$ cat config.mk
export PLATFORM = sky130hd
export DESIGN_NAME = stm32_bus_master
export DESIGN_NICKNAME = d
export VERILOG_FILES = /design/src/rtl/stm32_bus_master_pkg.sv /design/src/rtl/stm32_bus_master.sv
export SDC_FILE = /design/constraint.sdc
export NUM_CORES = 1
export LEC_CHECK = 0
export CELL_PAD_IN_SITES_DETAIL_PLACEMENT = 1
export CELL_PAD_IN_SITES_GLOBAL_PLACEMENT = 1
export CORE_MARGIN = 3
export CORE_UTILIZATION = 42
export CTS_CLUSTER_DIAMETER = 120
export DETAILED_ROUTE_END_ITERATION = 6
export DONT_BUFFER_PORTS = 1
export PLACE_DENSITY_LB_ADDON = 0.2
export SLEW_MARGIN = 15
export SYNTH_ARGS = -nofsm -noshare
export SYNTH_HDL_FRONTEND = slang
export SYNTH_SLANG_ARGS = --single-unit
$ cat constraint.sdc
create_clock -name clk_in -period 2.5 [get_ports clk_in]
set_input_delay 0.25 -clock clk_in [delete_from_list [all_inputs] [get_ports clk_in]]
set_output_delay 0.25 -clock clk_in [all_outputs]
set_load 0.1 [all_outputs]
$ cat src/rtl/stm32_bus_master_pkg.sv
// Shared definitions for the STM32 DATA_BUS / DATA_SYNC link: command codes, payload lengths, FSM states.
package stm32_bus_pkg;

  localparam logic [7:0] CMD_BUS_TEST    = 8'd0;
  localparam logic [7:0] CMD_GET_PARAMS  = 8'd1;
  localparam logic [7:0] CMD_SEND_PARAMS = 8'd2;
  localparam logic [7:0] CMD_TX_IQ       = 8'd3;
  localparam logic [7:0] CMD_RX_IQ       = 8'd4;
  localparam logic [7:0] CMD_RESET_ON    = 8'd5;
  localparam logic [7:0] CMD_RESET_OFF   = 8'd6;
  localparam logic [7:0] CMD_FLASH       = 8'd7;
  localparam logic [7:0] CMD_GET_INFO    = 8'd8;

  localparam int unsigned GET_PARAMS_LEN  = 20;
  localparam int unsigned SEND_PARAMS_LEN = 8;
  localparam int unsigned TX_IQ_LEN       = 8;
  localparam int unsigned RX_IQ_LEN       = 8;
  localparam int unsigned INFO_LEN        = 3;

  typedef enum logic [2:0] {
    ST_IDLE,
    ST_SYNC,
    ST_WRITE,
    ST_TURN,
    ST_READ,
    ST_FIN
  } state_t;

endpackage

$ cat src/rtl/stm32_bus_master.sv
// Initiator end of the DATA_BUS / DATA_SYNC link: command byte with sync, then fixed-length write or read payload.
// Optional payload XOR checksum enabled by defining STM32_BUS_MASTER_CHECKSUM_EN.
module stm32_bus_master
  import stm32_bus_pkg::*;
#(
  parameter int unsigned MAX_LEN = 255,
  parameter int unsigned LEN_W   = 8
) (
  input  logic             clk_in,
  input  logic             reset,
  input  logic             cmd_valid,
  output logic             cmd_ready,
  input  logic [7:0]       cmd_code,
  input  logic             cmd_dir,
  input  logic [LEN_W-1:0] cmd_len,
  input  logic [7:0]       wr_data,
  input  logic             wr_valid,
  output logic             wr_ready,
  output logic [7:0]       rd_data,
  output logic             rd_valid,
  output logic             done,
  output logic             underrun,
  output logic [7:0]       checksum,
  output logic             data_sync,
  output logic [7:0]       bus_data_out,
  output logic             bus_oe,
  input  logic [7:0]       bus_data_in
);

  localparam logic [LEN_W-1:0] ONE       = LEN_W'(1);
  localparam logic [LEN_W-1:0] MAX_LEN_L = LEN_W'(MAX_LEN);

  state_t           state_q, state_d;
  logic [LEN_W-1:0] len_q;
  logic [LEN_W-1:0] cnt_q;
  logic             dir_q;
  logic             accept;
  logic             load;
  logic             capture;
  logic [7:0]       tx_byte;
  logic [LEN_W-1:0] len_clamped;

  assign cmd_ready   = (state_q == ST_IDLE);
  assign wr_ready    = load;
  assign tx_byte     = wr_valid ? wr_data : '0;
  assign len_clamped = (cmd_len > MAX_LEN_L) ? MAX_LEN_L : cmd_len;

  // load: a write byte is due at the closing edge of this cycle (byte 0 at the end of SYNC).
  always_comb begin
    state_d = state_q;
    accept  = 1'b0;
    load    = 1'b0;
    capture = 1'b0;
    case (state_q)
      ST_IDLE: begin
        if (cmd_valid) begin
          accept  = 1'b1;
          state_d = ST_SYNC;
        end
      end
      ST_SYNC: begin
        if (len_q == '0) begin
          state_d = ST_FIN;
        end else if (!dir_q) begin
          load    = 1'b1;
          state_d = ST_WRITE;
        end else begin
          state_d = ST_TURN;
        end
      end
      ST_WRITE: begin
        if (cnt_q == len_q) state_d = ST_FIN;
        else                load    = 1'b1;
      end
      ST_TURN: state_d = ST_READ;
      ST_READ: begin
        capture = 1'b1;
        if (cnt_q == len_q - ONE) state_d = ST_FIN;
      end
      ST_FIN:  state_d = ST_IDLE;
      default: state_d = ST_IDLE;
    endcase
  end

  // Pin outputs are registered from the next state so they line up with the state they describe.
  always_ff @(posedge clk_in) begin
    if (reset) begin
      state_q      <= ST_IDLE;
      len_q        <= '0;
      cnt_q        <= '0;
      dir_q        <= 1'b0;
      data_sync    <= 1'b0;
      bus_oe       <= 1'b0;
      bus_data_out <= '0;
      done         <= 1'b0;
      rd_valid     <= 1'b0;
      rd_data      <= '0;
      underrun     <= 1'b0;
    end else begin
      state_q   <= state_d;
      data_sync <= (state_d == ST_SYNC);
      bus_oe    <= (state_d == ST_SYNC) || (state_d == ST_WRITE);
      done      <= (state_d == ST_FIN);
      rd_valid  <= capture;
      if (accept) begin
        len_q        <= len_clamped;
        dir_q        <= cmd_dir;
        cnt_q        <= '0;
        underrun     <= 1'b0;
        bus_data_out <= cmd_code;
      end
      if (load) begin
        bus_data_out <= tx_byte;
        cnt_q        <= cnt_q + ONE;
        if (!wr_valid) underrun <= 1'b1;
      end
      if (capture) begin
        rd_data <= bus_data_in;
        cnt_q   <= cnt_q + ONE;
      end
    end
  end

`ifdef STM32_BUS_MASTER_CHECKSUM_EN
  logic [7:0] sum_q;

  always_ff @(posedge clk_in) begin
    if (reset || accept) begin
      sum_q <= '0;
    end else if (load) begin
      sum_q <= sum_q ^ tx_byte;
    end else if (capture) begin
      sum_q <= sum_q ^ bus_data_in;
    end
  end

  assign checksum = sum_q;
`else
  assign checksum = '0;
`endif

endmodule

==> results.py <==
metrics = {
    "power": {
        "comb_power_share_pct": 49.4,
        "sw_frac_of_total_pct": 53.28,
        "p_leak_uw": 0.0009220,
        "p_total_uw": 3399,
        "seqPwrFrac_pct": 33.7,
        "clkPwrFrac_pct": 16.9,
        "power.density_nw_per_um2": 1407,
        "p_int_uw": 1588,
        "worst_ir_drop_vdd_mv": 0.6154,
        "net-switching-power_uw": 1811,
    },
    "die": {
        "die_y_um": 77.08,
        "num_rows": 25,
        "start_util_pct": 44.05,
        "die-area_sq_um": 5941,
        "coreArea_sq_um": 4817,
        "die_x_um": 77.08,
        "num_io_pins": 68,
    },
    "setup_path": {
        "crit_type": "register to output pin",
        "cp.arrival_ns": 2.01,
        "max_stage_delay_ns": 0.44,
        "r2r_slack_ns": 0.27,
        "end_kind": "output pin",
        "reg2reg_depth": 6,
        "worstPathCellList": "nor4_1 -> buf_4 -> and3_1 -> nand2b_1 -> o21ai_2 -> buf_12",
        "r2r_end": "cnt_q[3]",
        "cpMaxStageDelayCell": "nor4_1",
        "r2r-start": "len_q[2]",
        "critPathMaxFanout": 8,
        "cp.required_ns": 2.25,
        "start_kind": "register",
    },
    "global_route": {
        "grt_pass1_vias": 1920,
        "grtUsageMet3_pct": 4.577,
        "grt_pass1_wl_um": 9453,
        "track_usage_pct": 19.71,
        "grt_overflow": 0,
        "busiest_layer": "met2",
        "use_met1_pct": 24.96,
        "met2_usage_pct": 32.58,
        "grt_max_degree": 42,
        "grt_antenna_before_repair": 0,
    },
    "sta": {
        "fin_tns_setup_ns": 0,
        "fin_crit_sh_pct": 90.46,
        "skew_ns": 0.006557,
        "setup_viol": 0,
        "max_freq_mhz": 442.2,
        "rsz0062_at_grt": "no",
        "period_minus_slack_ns": 2.261,
        "tightest_slew_ns": 0.9612,
        "report.final.slew_viol_count": 0,
        "final-hold-violation-count": 0,
        "relSlewSlack_pct": 35.83,
        "fin_ws_ns": 0.2386,
    },
    "worst_hold_path": {
        "min_path_type": "input port to register",
        "holdPathStages": 1,
        "min_from": "reset",
        "hold_end": "len_q[2]",
    },
    "synthesis": {
        "synthesis.instances": 264,
        "ys_seq_area_share_pct": 38.68,
        "synth_common_cells": "dfxtp_1 (41), nand2_1 (39), a21oi_1 (37)",
        "synth-async-reset-ratio_pct": 0,
        "synth_area_per_cell_sq_um": 8.038,
        "yosysWarnings": 0,
        "synth_edf_count": 0,
        "ys_ff_latch": 41,
        "yosys.area.top_type": "dfxtp_1",
        "yosysMostFrequentCell": "dfxtp_1",
        "synth.area.top_cells": "dfxtp_1 (39%), a21oi_1 (8.7%), nand2_1 (6.9%)",
        "synth_flop_cell": "dfxtp_1",
        "synth.cell_area_sq_um": 2122,
        "yosys.cell_types.count": 46,
        "synth_top_area_share_pct": 38.68,
    },
    "routing": {
        "wl_um": 5791,
        "via_count": 1940,
        "route.detailed.drc": 0,
        "post_drt_wl_per_cell_um": 16.83,
        "via_per_inst": 5.640,
        "drt-initial-drc-count": 78,
        "ant_nets": 0,
        "first_pass_iters": 4,
    },
    "place": {
        "hpwlAfterDp_um": 4042,
        "gp_congestion": 0.8750,
        "port_buffers": 0,
        "dp_slack_ns": 0.3795,
    },
    "final_layout": {
        "diodes": 0,
        "drive_gt1_share_pct": 13.72,
        "syn_to_final_growth_pct": 13.86,
        "final_nets": 316,
    },
    "clock_network": {
        "numClockSinks": 41,
        "post_cts_buffers": 0,
        "clk_pin_slew_ns": 0.09,
        "cts_buffers": 5,
        "cts_root_buffer": "clkbuf_8",
        "htreeDepth": 2,
        "clock_latency_ns": 0.30,
        "cts_tree": "done",
        "clk_path_buf_depth": 2,
    },
    "flow_run": {
        "cap_viol_max_count": 0,
    },
    "run_status": {
        "outcome": "finished, final reports clean",
    },
}
-- worst max path at each step --
stage | from | to | slack [ns] | cells past startpoint
global route | len_q[2] | cnt_q[3] | 0.04 | 6
global placement | state_q[0] | cnt_q[0] | 0.46 | 6
detailed placement | len_q[2] | cnt_q[6] | 0.38 | 6
finish | len_q[2] | wr_ready | 0.24 | 6
CTS | len_q[2] | wr_ready | 0.26 | 6
floorplan | state_q[2] | bus_data_out[1] | 0.05 | 8
-- worst max-delay path, delay by kind of cell (launching register included) --
kind	cells	cell delay, ns
simple gates	3	0.83
flops	1	0.40
buf+inv	2	0.39
compound gates	1	0.09
-- sequential cells by signal, indices dropped and copies added, names as in the netlist, 3 cells and up --
register,cells
state_q,3
rd_data,8
bus_data_out,8
cnt_q,8
len_q,8
-- repair_timing --
action | 4_1_cts | 5_1_grt
endpoints found under the hold margin | 0 | 2
hold buffers | 0 | 1
gates resized for setup | 0 | 0
-- power groups by stage --
stage	registers, uW	clock network, uW	logic, uW
2_1_floorplan	1500	0	949
3_3_place_gp	1150	0	1650
3_5_place_dp	1160	0	1670
4_1_cts	1150	583	1680
5_1_grt	1170	607	1800
6_report	1150	575	1680
-- routing by layer --
layer	vias to the layer above	wire length (um)
met4	0	122
met1	925	2653
li1	952	-
met2	52	2745
met3	11	270
met5	-	0
-- stage by stage --
stage	utilization, %	hold slack, ns	instances	instance area [sq um]
finish	50.16	0.006012	344	2416
global route	50.16	-0.001449	344	2416
CTS	49.95	0.003339	343	2406
detailed placement	47.45	0.3239	335	2286
global placement	47.45	0.3236	335	2286
floorplan	-	0.3860	271	2163
-- logic make-up after synthesis --
| family | synth area share, % |
|---|---|
| simple gates | 22.76 |
| compound gates | 24.06 |
| flops | 38.68 |
| buf+inv | 7.606 |
| xor+xnor | 4.953 |
| fa+ha+maj | 1.769 |
| other cells | 0.1767 |
-- layout make-up --
cell class / instances / area, sq um
flip-flops and latches: 41 / 820.8
fillers: 611 / 2401
repair buffers: 23 / 187.7
well taps: 67 / 83.83
clock buffers: 6 / 82.58
clock inverters: 2 / 37.54
inverters: 6 / 22.52
multi-input cells: 199 / 1181
-- cell usage in the layout, fill, tap and decap left out, drive strengths merged, types with 6 or more instances in the layout --
cell type | netlist | routed
nand2 | 39 | 39
o211ai | 10 | 10
clkbuf | 10 | 6
nor2 | 11 | 11
nand4 | 7 | 7
a32oi | 8 | 8
a21oi | 37 | 37
o21ai | 9 | 9
xor2 | 8 | 8
conb | 1 | 8
inv | 6 | 6
dfxtp | 41 | 41
buf | 15 | 22
(Power assumes the default switching activity.)
